## src/rtl/set_pkg.sv

```systemverilog
// Shared widths and FSM encoding for the SET job driver.
package set_pkg;
   localparam int COORD_W   = 4;
   localparam int CAND_W    = 8;
   localparam int CENTRAL_W = 16;
   localparam int RADIUS_W  = 8;

   typedef enum logic [1:0] {
      S_IDLE  = 2'd0,
      S_ISSUE = 2'd1,
      S_WAIT  = 2'd2
   } set_state_e;
endpackage

```

## src/rtl/set_job_driver_if.sv

```systemverilog
// Job stream, SET engine bus and result stream of the SET job driver.
interface set_job_driver_if #(
   parameter int TAG_W = 4
);
   import set_pkg::*;

   logic                 job_valid;
   logic                 job_ready;
   logic [CENTRAL_W-1:0] job_central;
   logic [RADIUS_W-1:0]  job_radius;

   logic                 set_en;
   logic [CENTRAL_W-1:0] set_central;
   logic [RADIUS_W-1:0]  set_radius;
   logic                 set_busy;
   logic                 set_valid;
   logic [CAND_W-1:0]    set_candidate;

   logic                 res_valid;
   logic                 res_ready;
   logic [CAND_W-1:0]    res_candidate;
   logic [TAG_W-1:0]     res_tag;
   logic                 res_timeout;

   // Driver side.
   modport master (
      input  job_valid, job_central, job_radius,
      input  set_busy, set_valid, set_candidate,
      input  res_ready,
      output job_ready, set_en, set_central, set_radius,
      output res_valid, res_candidate, res_tag, res_timeout
   );

   // Job source, SET engine and result sink side.
   modport slave (
      output job_valid, job_central, job_radius,
      output set_busy, set_valid, set_candidate,
      output res_ready,
      input  job_ready, set_en, set_central, set_radius,
      input  res_valid, res_candidate, res_tag, res_timeout
   );
endinterface

```

## src/rtl/set_sync_fifo.sv

```systemverilog
// Synchronous show-ahead FIFO with occupancy count; push and pop may coincide at any fill level.
module set_sync_fifo #(
   parameter int WIDTH = 8,
   parameter int DEPTH = 4
) (
   input  logic                   clk,
   input  logic                   rst,
   input  logic                   i_push,
   input  logic [WIDTH-1:0]       i_din,
   input  logic                   i_pop,
   output logic [WIDTH-1:0]       o_dout,
   output logic [$clog2(DEPTH):0] o_count,
   output logic                   o_empty
);
   localparam int AW = $clog2(DEPTH);
   localparam int CW = AW + 1;

   logic [WIDTH-1:0] r_mem [DEPTH];
   logic [AW-1:0]    r_wr_ptr;
   logic [AW-1:0]    r_rd_ptr;
   logic [CW-1:0]    r_count;
   logic             w_wr;
   logic             w_rd;

   assign w_rd = i_pop && (r_count != '0);
   assign w_wr = i_push && ((r_count != CW'(DEPTH)) || w_rd);

   // Storage; entries are meaningless until written, so no reset.
   always_ff @(posedge clk)
      if (w_wr) r_mem[r_wr_ptr] <= i_din;

   // Pointer and occupancy bookkeeping; pointers wrap since DEPTH is a power of 2.
   always_ff @(posedge clk or posedge rst) begin
      if (rst) begin
         r_wr_ptr <= '0;
         r_rd_ptr <= '0;
         r_count  <= '0;
      end else begin
         if (w_wr) r_wr_ptr <= r_wr_ptr + AW'(1);
         if (w_rd) r_rd_ptr <= r_rd_ptr + AW'(1);
         r_count <= r_count + CW'(w_wr) - CW'(w_rd);
      end
   end

   assign o_dout  = r_mem[r_rd_ptr];
   assign o_count = r_count;
   assign o_empty = (r_count == '0);
endmodule

```

## src/rtl/set_job_driver.sv

```systemverilog
// Buffers circle jobs, issues them one at a time to a SET engine, and returns tagged results
// with timeout and protocol-error detection.
module set_job_driver
   import set_pkg::*;
#(
   parameter int JOB_DEPTH = 4,
   parameter int RES_DEPTH = 4,
   parameter int TAG_W     = 4,
   parameter int TIMEOUT   = 511
) (
   input  logic              clk,
   input  logic              rst,
   set_job_driver_if.master  bus,
   output logic              err_busy,
   output logic              err_stray,
   output logic [15:0]       jobs_done
);
   localparam int JW   = CENTRAL_W + RADIUS_W + TAG_W;
   localparam int RW   = CAND_W + TAG_W + 1;
   localparam int WC_W = $clog2(TIMEOUT + 1);

   set_state_e               r_state, w_next;
   logic                     r_up;
   logic [TAG_W-1:0]         r_tag_cnt;
   logic [TAG_W-1:0]         r_tag;
   logic [CENTRAL_W-1:0]     r_central;
   logic [RADIUS_W-1:0]      r_radius;
   logic [WC_W-1:0]          r_wait_cnt;
   logic                     r_busy_lo;
   logic                     r_err_busy;
   logic                     r_err_stray;
   logic [15:0]              r_jobs_done;

   logic                     w_job_push, w_job_pop, w_job_empty, w_job_full;
   logic [JW-1:0]            w_job_dout;
   logic [$clog2(JOB_DEPTH):0] w_job_cnt;
   logic                     w_res_push, w_res_pop, w_res_empty, w_slot_free;
   logic [RW-1:0]            w_res_din, w_res_dout;
   logic [$clog2(RES_DEPTH):0] w_res_cnt;
   logic                     w_set_en;

   assign w_job_full  = (int'(w_job_cnt) == JOB_DEPTH);
   assign w_job_push  = bus.job_valid && bus.job_ready;
   assign w_res_pop   = bus.res_valid && bus.res_ready;
   // A result slot is reserved for the job in flight, so a pushed result can never overflow.
   assign w_slot_free = (int'(w_res_cnt) + int'(r_state != S_IDLE)) < RES_DEPTH;

   set_sync_fifo #(.WIDTH(JW), .DEPTH(JOB_DEPTH)) u_job_fifo (
      .clk(clk), .rst(rst),
      .i_push(w_job_push), .i_din({bus.job_central, bus.job_radius, r_tag_cnt}),
      .i_pop(w_job_pop), .o_dout(w_job_dout), .o_count(w_job_cnt), .o_empty(w_job_empty)
   );

   set_sync_fifo #(.WIDTH(RW), .DEPTH(RES_DEPTH)) u_res_fifo (
      .clk(clk), .rst(rst),
      .i_push(w_res_push), .i_din(w_res_din),
      .i_pop(w_res_pop), .o_dout(w_res_dout), .o_count(w_res_cnt), .o_empty(w_res_empty)
   );

   // FSM state register.
   always_ff @(posedge clk or posedge rst) begin
      if (rst) r_state <= S_IDLE;
      else     r_state <= w_next;
   end

   // Next state, job pop, SET start pulse and result push; a valid strobe beats a same-cycle timeout.
   always_comb begin
      w_next     = r_state;
      w_job_pop  = 1'b0;
      w_res_push = 1'b0;
      w_res_din  = '0;
      w_set_en   = 1'b0;
      unique case (r_state)
         S_IDLE: begin
            if (!w_job_empty && w_slot_free) begin
               w_job_pop = 1'b1;
               w_next    = S_ISSUE;
            end
         end
         S_ISSUE: begin
            w_set_en = 1'b1;
            w_next   = S_WAIT;
         end
         S_WAIT: begin
            if (bus.set_valid) begin
               w_res_push = 1'b1;
               w_res_din  = {bus.set_candidate, r_tag, 1'b0};
               w_next     = S_IDLE;
            end else if (r_wait_cnt == WC_W'(TIMEOUT)) begin
               w_res_push = 1'b1;
               w_res_din  = {{CAND_W{1'b0}}, r_tag, 1'b1};
               w_next     = S_IDLE;
            end
         end
         default: w_next = S_IDLE;
      endcase
   end

   // Job capture, tag allocation and WAIT cycle counter.
   always_ff @(posedge clk or posedge rst) begin
      if (rst) begin
         r_up       <= 1'b0;
         r_tag_cnt  <= '0;
         r_tag      <= '0;
         r_central  <= '0;
         r_radius   <= '0;
         r_wait_cnt <= '0;
      end else begin
         r_up <= 1'b1;
         if (w_job_push) r_tag_cnt <= r_tag_cnt + TAG_W'(1);
         if (w_job_pop) {r_central, r_radius, r_tag} <= w_job_dout;
         if (r_state == S_ISSUE)     r_wait_cnt <= '0;
         else if (r_state == S_WAIT) r_wait_cnt <= r_wait_cnt + WC_W'(1);
      end
   end

   // Sticky protocol errors and completed-job counter.
   always_ff @(posedge clk or posedge rst) begin
      if (rst) begin
         r_busy_lo   <= 1'b0;
         r_err_busy  <= 1'b0;
         r_err_stray <= 1'b0;
         r_jobs_done <= '0;
      end else begin
         r_busy_lo <= (r_state == S_WAIT) && (r_wait_cnt == '0) && !bus.set_busy;
         if ((r_state == S_WAIT) && (r_wait_cnt == WC_W'(1)) && !bus.set_busy && r_busy_lo)
            r_err_busy <= 1'b1;
         if (bus.set_valid && (r_state != S_WAIT)) r_err_stray <= 1'b1;
         if (w_res_push) r_jobs_done <= r_jobs_done + 16'd1;
      end
   end

   assign bus.job_ready   = r_up && !w_job_full;
   assign bus.set_en      = w_set_en;
   assign bus.set_central = r_central;
   assign bus.set_radius  = r_radius;
   assign bus.res_valid   = !w_res_empty;
   assign {bus.res_candidate, bus.res_tag, bus.res_timeout} = w_res_empty ? '0 : w_res_dout;
   assign err_busy        = r_err_busy;
   assign err_stray       = r_err_stray;
   assign jobs_done       = r_jobs_done;
endmodule

```

## src/flat_wrapper.sv

```systemverilog
// flat-port wrapper written by rule: the top's interface ports become plain ports
module set_job_driver_flat import set_pkg::*;
#(
   parameter int JOB_DEPTH = 4,
   parameter int RES_DEPTH = 4,
   parameter int TAG_W     = 4,
   parameter int TIMEOUT   = 511
)
  (clk, rst, err_busy, err_stray, jobs_done, bus_job_valid, bus_job_central, bus_job_radius, bus_set_busy, bus_set_valid, bus_set_candidate, bus_res_ready, bus_job_ready, bus_set_en, bus_set_central, bus_set_radius, bus_res_valid, bus_res_candidate, bus_res_tag, bus_res_timeout);
  set_job_driver_if #(.TAG_W(TAG_W)) bus_i ();
  input  logic clk;
  input  logic rst;
  output logic err_busy;
  output logic err_stray;
  output logic [15:0] jobs_done;
  input wire logic [$bits(bus_i.job_valid)-1:0] bus_job_valid;
  input wire logic [$bits(bus_i.job_central)-1:0] bus_job_central;
  input wire logic [$bits(bus_i.job_radius)-1:0] bus_job_radius;
  input wire logic [$bits(bus_i.set_busy)-1:0] bus_set_busy;
  input wire logic [$bits(bus_i.set_valid)-1:0] bus_set_valid;
  input wire logic [$bits(bus_i.set_candidate)-1:0] bus_set_candidate;
  input wire logic [$bits(bus_i.res_ready)-1:0] bus_res_ready;
  output wire logic [$bits(bus_i.job_ready)-1:0] bus_job_ready;
  output wire logic [$bits(bus_i.set_en)-1:0] bus_set_en;
  output wire logic [$bits(bus_i.set_central)-1:0] bus_set_central;
  output wire logic [$bits(bus_i.set_radius)-1:0] bus_set_radius;
  output wire logic [$bits(bus_i.res_valid)-1:0] bus_res_valid;
  output wire logic [$bits(bus_i.res_candidate)-1:0] bus_res_candidate;
  output wire logic [$bits(bus_i.res_tag)-1:0] bus_res_tag;
  output wire logic [$bits(bus_i.res_timeout)-1:0] bus_res_timeout;
  assign bus_i.job_valid = bus_job_valid;
  assign bus_i.job_central = bus_job_central;
  assign bus_i.job_radius = bus_job_radius;
  assign bus_i.set_busy = bus_set_busy;
  assign bus_i.set_valid = bus_set_valid;
  assign bus_i.set_candidate = bus_set_candidate;
  assign bus_i.res_ready = bus_res_ready;
  assign bus_job_ready = bus_i.job_ready;
  assign bus_set_en = bus_i.set_en;
  assign bus_set_central = bus_i.set_central;
  assign bus_set_radius = bus_i.set_radius;
  assign bus_res_valid = bus_i.res_valid;
  assign bus_res_candidate = bus_i.res_candidate;
  assign bus_res_tag = bus_i.res_tag;
  assign bus_res_timeout = bus_i.res_timeout;
  set_job_driver #(.JOB_DEPTH(JOB_DEPTH), .RES_DEPTH(RES_DEPTH), .TAG_W(TAG_W), .TIMEOUT(TIMEOUT)) u_core (.clk(clk), .rst(rst), .bus(bus_i), .err_busy(err_busy), .err_stray(err_stray), .jobs_done(jobs_done));
endmodule
```

## config.mk

```make
export PLATFORM = sky130hd
export DESIGN_NAME = set_job_driver_flat
export DESIGN_NICKNAME = d
export VERILOG_FILES = /design/src/rtl/set_pkg.sv /design/src/rtl/set_job_driver_if.sv /design/src/rtl/set_sync_fifo.sv /design/src/rtl/set_job_driver.sv /design/src/flat_wrapper.sv
export SDC_FILE = /design/constraint.sdc
export NUM_CORES = 1
export LEC_CHECK = 0
export ABC_AREA = 1
export BUFFER_PORTS_ARGS = -buffer_cell sky130_fd_sc_hd__buf_4
export CORE_MARGIN = 5
export CORE_UTILIZATION = 42
export DETAILED_ROUTE_END_ITERATION = 10
export GPL_TIMING_DRIVEN = 0
export PLACE_DENSITY_LB_ADDON = 0.25
export SKIP_LAST_GASP = 1
export SYNTH_ARGS = -nofsm -noshare
export SYNTH_HDL_FRONTEND = slang
export SYNTH_HIERARCHICAL = 1
export SYNTH_SLANG_ARGS = --single-unit
export TNS_END_PERCENT = 100
```

## constraint.sdc

```tcl
create_clock -name clk -period 5.13 [get_ports clk]
set_input_delay 0.7695 -clock clk [delete_from_list [all_inputs] [get_ports clk]]
set_output_delay 0.7695 -clock clk [all_outputs]
set_load 0.01 [all_outputs]
```

# Yosys cells after proc, flatten, opt, wreduce, memory -nomap -nowiden
# Memories as Yosys holds them, arrays and structs flattened. A register that Yosys moved wholly into a read port is not among the register bits.
# Index checks and enable logic that the tools add are counted.
# classes
add_sub_neg	12
n_lt_le_gt_ge	1
eq_ne	10
mux	20
n_reduce_logical	29
# ops
cell	count
$mux W13	3
$lt A32 B4 Y1 const B	1
$mux W9	2
$add A16 B1 Y16 const B	1
$logic_and A1 B1 Y1	14
$mux W1	10
$add A9 B1 Y9 const B	1
$eq A9 B1 Y1 const B	1
$eq A9 B9 Y1 const B	1
$logic_not A9 Y1	1
$add A2 B1 Y2 const B	4
$add A3 B1 Y3	2
$logic_not A3 Y1	2
$mux W2	3
$ne A3 B3 Y1 const B	2
$pmux W2 S3	1
$reduce_bool A3 Y1	2
$sub A3 B1 Y3	2
$mux W5	1
$add A3 B1 Y4	1
$add A4 B1 Y4 const B	1
$logic_not A1 Y1	4
$reduce_bool A2 Y1	2
$eq A3 B3 Y1 const B	1
other kinds (8)	9
# word_totals
reg_bits	49
ram_bits	164
in_bits	38
output_inout_bits	58
word_cells	88
mem_count	2
# memory_table
name	depth	word_bits	read_ports	rd_ports_with_merged_regs	write_ports	line_no	source
u_core.u_job_fifo.r_mem	4	28	1	1	1	set_sync_fifo.sv:18	logic [WIDTH-1:0] r_mem [DEPTH];
u_core.u_res_fifo.r_mem	4	13	1	0	1	set_sync_fifo.sv:18	

# Depth between registers and ports, before layout
# depth
word_depth	11
depth_mapped	16
depth_no_buf	15

# Hierarchy
# Netlist, hierarchy kept.
# modules_own_cells
module	instances	cells_each	area_per_inst_um2	seq_area_each_um2
set_sync_fifo at u_core.u_job_fifo	1	386	4909.7	3538.4
set_job_driver	1	381	3078.0	1576.5
set_sync_fifo at u_core.u_res_fifo	1	211	2507.4	1736.7

# Least setup slack after synthesis
# OpenSTA, ideal clock, no wires.
# synth_path
kind	register to register
from	reg u_core.u_job_fifo.r_count[1], in the netlist u_core/u_job_fifo/o_count[1]
to	mem u_core/u_job_fifo/r_mem[0][0] (netlist bit) (enable)
setup_time_ns	0.413
arrival_ns	2.686
t_required_ns	4.717
path_slack_ns	2.031
path_stages_with_launch	12
path_buffers	1
period_less_slack_ns	3.099
path_cell_list	dfrtp_1 > nor2_1 > nand2_1 > inv_1 > nor2_1 > nand2_1 > inv_1 > buf_2 > nor2_1 > nand2_1 > nand2_1 > nor2_1
# synth_via
elab_chain_len	10
word_cells_on_any_way	16
cone_classes	eq/ne: 2; mux: 4; reduce/logical: 10
# synth_lines
item	line_no	source
start, declared	set_sync_fifo.sv:21	logic [CW-1:0] r_count;
start signal, assigned	set_sync_fifo.sv:41	r_count <= r_count + CW'(w_wr) - CW'(w_rd);
$logic_not A3 Y1	set_sync_fifo.sv:47	assign o_empty = (r_count == '0);
net u_core.w_job_empty	set_job_driver.sv:34	logic w_job_push, w_job_pop, w_job_empty, w_job_full;
$logic_not A1 Y1	set_job_driver.sv:75	if (!w_job_empty && w_slot_free) begin
$logic_and A1 B1 Y1	set_job_driver.sv:75	
$mux W1	set_job_driver.sv:75	
$mux W1	set_job_driver.sv:73	unique case (r_state)
net u_core.w_job_pop	set_job_driver.sv:34	
$logic_and A1 B1 Y1	set_sync_fifo.sv:25	assign w_rd = i_pop && (r_count != '0);
$logic_or A1 B1 Y1	set_sync_fifo.sv:26	assign w_wr = i_push && ((r_count != CW'(DEPTH)) || w_rd);
$logic_and A1 B1 Y1	set_sync_fifo.sv:26	
$mux W1	set_sync_fifo.sv:30	if (w_wr) r_mem[r_wr_ptr] <= i_din;
$mux W1 (implied by the code)	set_sync_fifo.sv:30	
end, declared	set_sync_fifo.sv:18	
# The timed path passes the listed nets, and every way through them passes these cells.

# Worst setup path after layout
# layout_path
from	reg u_core.u_job_fifo.r_count[1], in the netlist u_core/u_job_fifo/o_count[1]
to	reg u_core.u_job_fifo.r_count[2], in the netlist u_core/u_job_fifo/o_count[2]
# layout_via
elab_chain_len	10
word_cells_on_any_way	16
cone_classes	add/sub: 2; eq/ne: 2; mux: 2; reduce/logical: 10
# layout_lines
item	line_no
$logic_not A3 Y1 *	set_sync_fifo.sv:47
net u_core.w_job_empty	set_job_driver.sv:34
$logic_not A1 Y1 *	set_job_driver.sv:75
$logic_and A1 B1 Y1 *	set_job_driver.sv:75
$mux W1 *	set_job_driver.sv:75
$mux W1 *	set_job_driver.sv:73
net u_core.w_job_pop	set_job_driver.sv:34
$logic_and A1 B1 Y1 *	set_sync_fifo.sv:25
$logic_or A1 B1 Y1	set_sync_fifo.sv:26
$logic_and A1 B1 Y1	set_sync_fifo.sv:26
$add A3 B1 Y3	set_sync_fifo.sv:41
$sub A3 B1 Y3 *	set_sync_fifo.sv:41
# Mark *: on every way through the listed nets, which the timed path passes. The rest lies on a longest branch.
# A chain may end at the register's enable or synchronous reset.

==> flow_summary.toml <==
[worst_hold_path]
holdCritPathClass = "input pin to async pin"

[sta]
tightest_slew_ns = 1.33
max_slew_margin_pct = 11.2
grt_setup_unrepaired = "no"
worst_setup_skew_after_layout_ns = 0.00718
timing.final.crit_period_ns = 3.42
setup_total_negative_slack_ns = 0
drv_slew = 0
final-hold-violation-count = 0
fmax_ghz = 0.292
final_min_period_over_clock_period_pct = 66.7
finalSetupViolations = 0

[drt]
post-route-drc-count = 0
first_iter_violations = 358
routed_via_density = 4.67
wirelength_mm = 21.5
drt.antenna.violating_nets = 0
firstDrtPassIters = 5
vias = 6755
routedWlPerCell_um = 14.9

[floorplan]
fp.dieArea_um2 = 28200
ioPinCount = 96
die_width_um = 168
fp-row-count = 57
area_of_the_core_region_um2 = 24500
chipHeight_um = 168
initial_core_util_pct = 42.9

[global_routing]
wire_length_of_the_first_global_routing_pass_mm = 35.6
grt-ovfl-total = 0
grt_antenna_before_repair = 0
grt.total_usage_pct = 15.5
grt_pass1_vias = 6972
grt_max_degree = 64

[finish]
layout-drive-gt1-share_pct = 18.8
most_common_library_cell_in_the_layout_ignoring_fill_and_taps = "sky130_fd_sc_hd__nand2_1"
final_cell_count_no_fill = 1448
layout.cells.most_common_list = "241 x sky130_fd_sc_hd__nand2_1, 164 x sky130_fd_sc_hd__edfxtp_1, 131 x sky130_fd_sc_hd__inv_1"
area_delta_synth_final_pct = 19.5
num_antenna_cells = 0
final_net_count = 1165

[synthesis]
syn-instance-count = 978
yosys_warnings = 6
synth_enable_flop_cells = 164
synth_cell_type_count = 32
syn_nets = 1039
ys_seq_area_share_pct = 65.3
synth_seq_cells = 241
netlist_area_um2 = 10500
synth.avg_cell_area_um2 = 10.7
synth-main-ff-cell = "sky130_fd_sc_hd__edfxtp_1"
fraction_of_registers_with_async_set_reset_pct = 32.0

[placed_design]
place_hpwl_mm = 14.1
port_buffers = 95
dp_cells = 1400
place.gp.congestion = 0.762

[cts]
tritoncts_buffers = 26
cts_buffer_depth = 3
post_cts_resize_count = 0
worstSkewPairLatency_ns = 0.52
clk_pin_slew_ns = 0.06
cts_root_buffer = "sky130_fd_sc_hd__clkbuf_16"
number_of_buffers_inserted_for_hold_repair_after_clock_tree_synthesis = 0
tritoncts = "built"
postCtsSetupBuffers = 0
clock_tree.htree_level_count = 1
tritoncts_num_sinks = 241

[critical_path]
setup.worst_path.class = "register to register"
timing.critical_path.required_ns = 5.53
worst_setup_end_kind = "register"
reg2reg_from = "u_core/u_job_fifo/o_count[1]$_DFF_PP0_"
critical-path-slowest-cell = "sky130_fd_sc_hd__dfrtp_1"
critical_path.max_stage_delay_ns = 0.44
worst_ep_arrival_time_ns = 3.83
critical_path.top_delay_family = "simple AND/OR/NAND/NOR gates"
worstSetupStartpoint = "u_core/u_job_fifo/o_count[1]$_DFF_PP0_"
worst_setup_path_start_kind = "register"
critical_path.max_fanout = 13
critical_path_cell_by_cell = "nor2_1 -> nand2_1 -> inv_1 -> nor2_1 -> nand2_1 -> inv_1 -> buf_2 -> nor2_1 -> nand2_1 -> nand2_1 -> ha_1 -> inv_1 -> ha_1 -> inv_1 -> fa_1 -> xor2_1"
worst_path_buf_inv = 5

[power_and_ir_drop]
vdd.ir_drop.worst_uv = 320
leakage_nw = 5.65
power_per_cell_area_nw_per_um2 = 542

[status]
run_status = "finished clean"

[job]
maxCapViolations = 0
## power by group
group | internal, mW | total, mW | leakage (nW) | switching (mW)
Combinational | 0.901 | 2.39 | 2.80 | 1.49
Clock | 1.02 | 1.74 | 0.405 | 0.722
Sequential | 2.47 | 2.67 | 2.45 | 0.202
Total | 4.38 | 6.79 | 5.65 | 2.41
## state kept, by name (all words and copies together) (netlist names)
register / cells
u_core/u_job_fifo/r_mem: 112
u_core/u_res_fifo/r_mem: 52
u_core/bus.set_central: 16
u_core/jobs_done: 16
u_core/r_wait_cnt: 9
u_core/bus.set_radius: 8
u_core/r_tag: 4
u_core/r_tag_cnt: 4
u_core/u_job_fifo/o_count: 3
u_core/u_res_fifo/o_count: 3
u_core/r_state: 2
u_core/u_job_fifo/r_rd_ptr: 2
u_core/u_job_fifo/r_wr_ptr: 2
u_core/u_res_fifo/r_rd_ptr: 2
u_core/u_res_fifo/r_wr_ptr: 2
u_core/err_busy: 1
u_core/err_stray: 1
u_core/r_busy_lo: 1
u_core/r_up: 1
## worst paths after layout
check	endpoint	slack, ns	cells past startpoint
worst max-delay path	u_core/u_job_fifo/o_count[2]$_DFF_PP0_	1.71	16
worst min-delay path	u_core/u_res_fifo/o_count[2]$_DFF_PP0_	0.23	2
worst max register to register	u_core/u_job_fifo/o_count[2]$_DFF_PP0_	1.71	16
worst min register to register	u_core/err_stray$_DFFE_PP0P_	0.46	1
max in group asynchronous	u_core/bus.set_central[14]$_DFFE_PP0P_	4.13	2
min in group clk	u_core/u_job_fifo/r_mem[0][12]$_DFFE_PP_	0.45	1
## area by class of cell
cell class                 count  area (um^2)
clock buffer                  36          749
tap                          324          405
sequential                   241         6850
buffer                        34          218
timing repair buffer          98          796
fill                        2179        11900
multi-input combinational    567         2940
inverter                     136          515
clock inverter                12         58.8
## synthesized netlist by cell type, types with 9 or more instances
library cell / instances / area [um^2]
sky130_fd_sc_hd__nand2_1: 241 / 905
sky130_fd_sc_hd__nand3_1: 25 / 125
sky130_fd_sc_hd__nor2_1: 129 / 484
sky130_fd_sc_hd__edfxtp_1: 164 / 4920
sky130_fd_sc_hd__o211ai_1: 22 / 165
sky130_fd_sc_hd__dfrtp_1: 77 / 1930
sky130_fd_sc_hd__xor2_1: 9 / 78.8
sky130_fd_sc_hd__inv_1: 132 / 495
sky130_fd_sc_hd__buf_2: 15 / 75.1
sky130_fd_sc_hd__ha_1: 21 / 263
sky130_fd_sc_hd__o21ai_0: 53 / 265
sky130_fd_sc_hd__nor2_2: 11 / 68.8
sky130_fd_sc_hd__o211ai_2: 19 / 238
## stage by stage
step	total power [mW]	utilization (%)	hold slack, ns	setup slack, ns	area (um^2)
6_report	6.79	51.3	0.228	1.71	12500
5_1_grt	7.31	51.3	0.250	1.42	12500
4_1_cts	6.91	51.3	0.217	1.69	12500
3_5_place_dp	5.13	47.9	0.454	1.72	11700
3_3_place_gp	5.05	47.5	0.445	0.379	11600
2_1_floorplan	4.22	-	0.478	2.03	10500
## cells by family after synthesis
| kind of cell | synth area share, % |
|---|---|
| other | 0.0357 |
| buffers and inverters | 6.96 |
| adder cells (fa/ha/maj) | 2.89 |
| XOR/XNOR | 1.34 |
| flip-flops | 65.3 |
| AO/OA/AOI/OAI | 6.65 |
| AND/OR/NAND/NOR | 16.8 |
## metal layers
layer  vias to the layer above  wire length, um  track usage [%]
met1                      3174             9350             20.0
met3                        25             1070             2.60
li1                       3428                -                -
met4                         0              320             3.95
met2                       128            10800             27.3
met5                         -                0                0
Power figures use the tool's default switching activity.
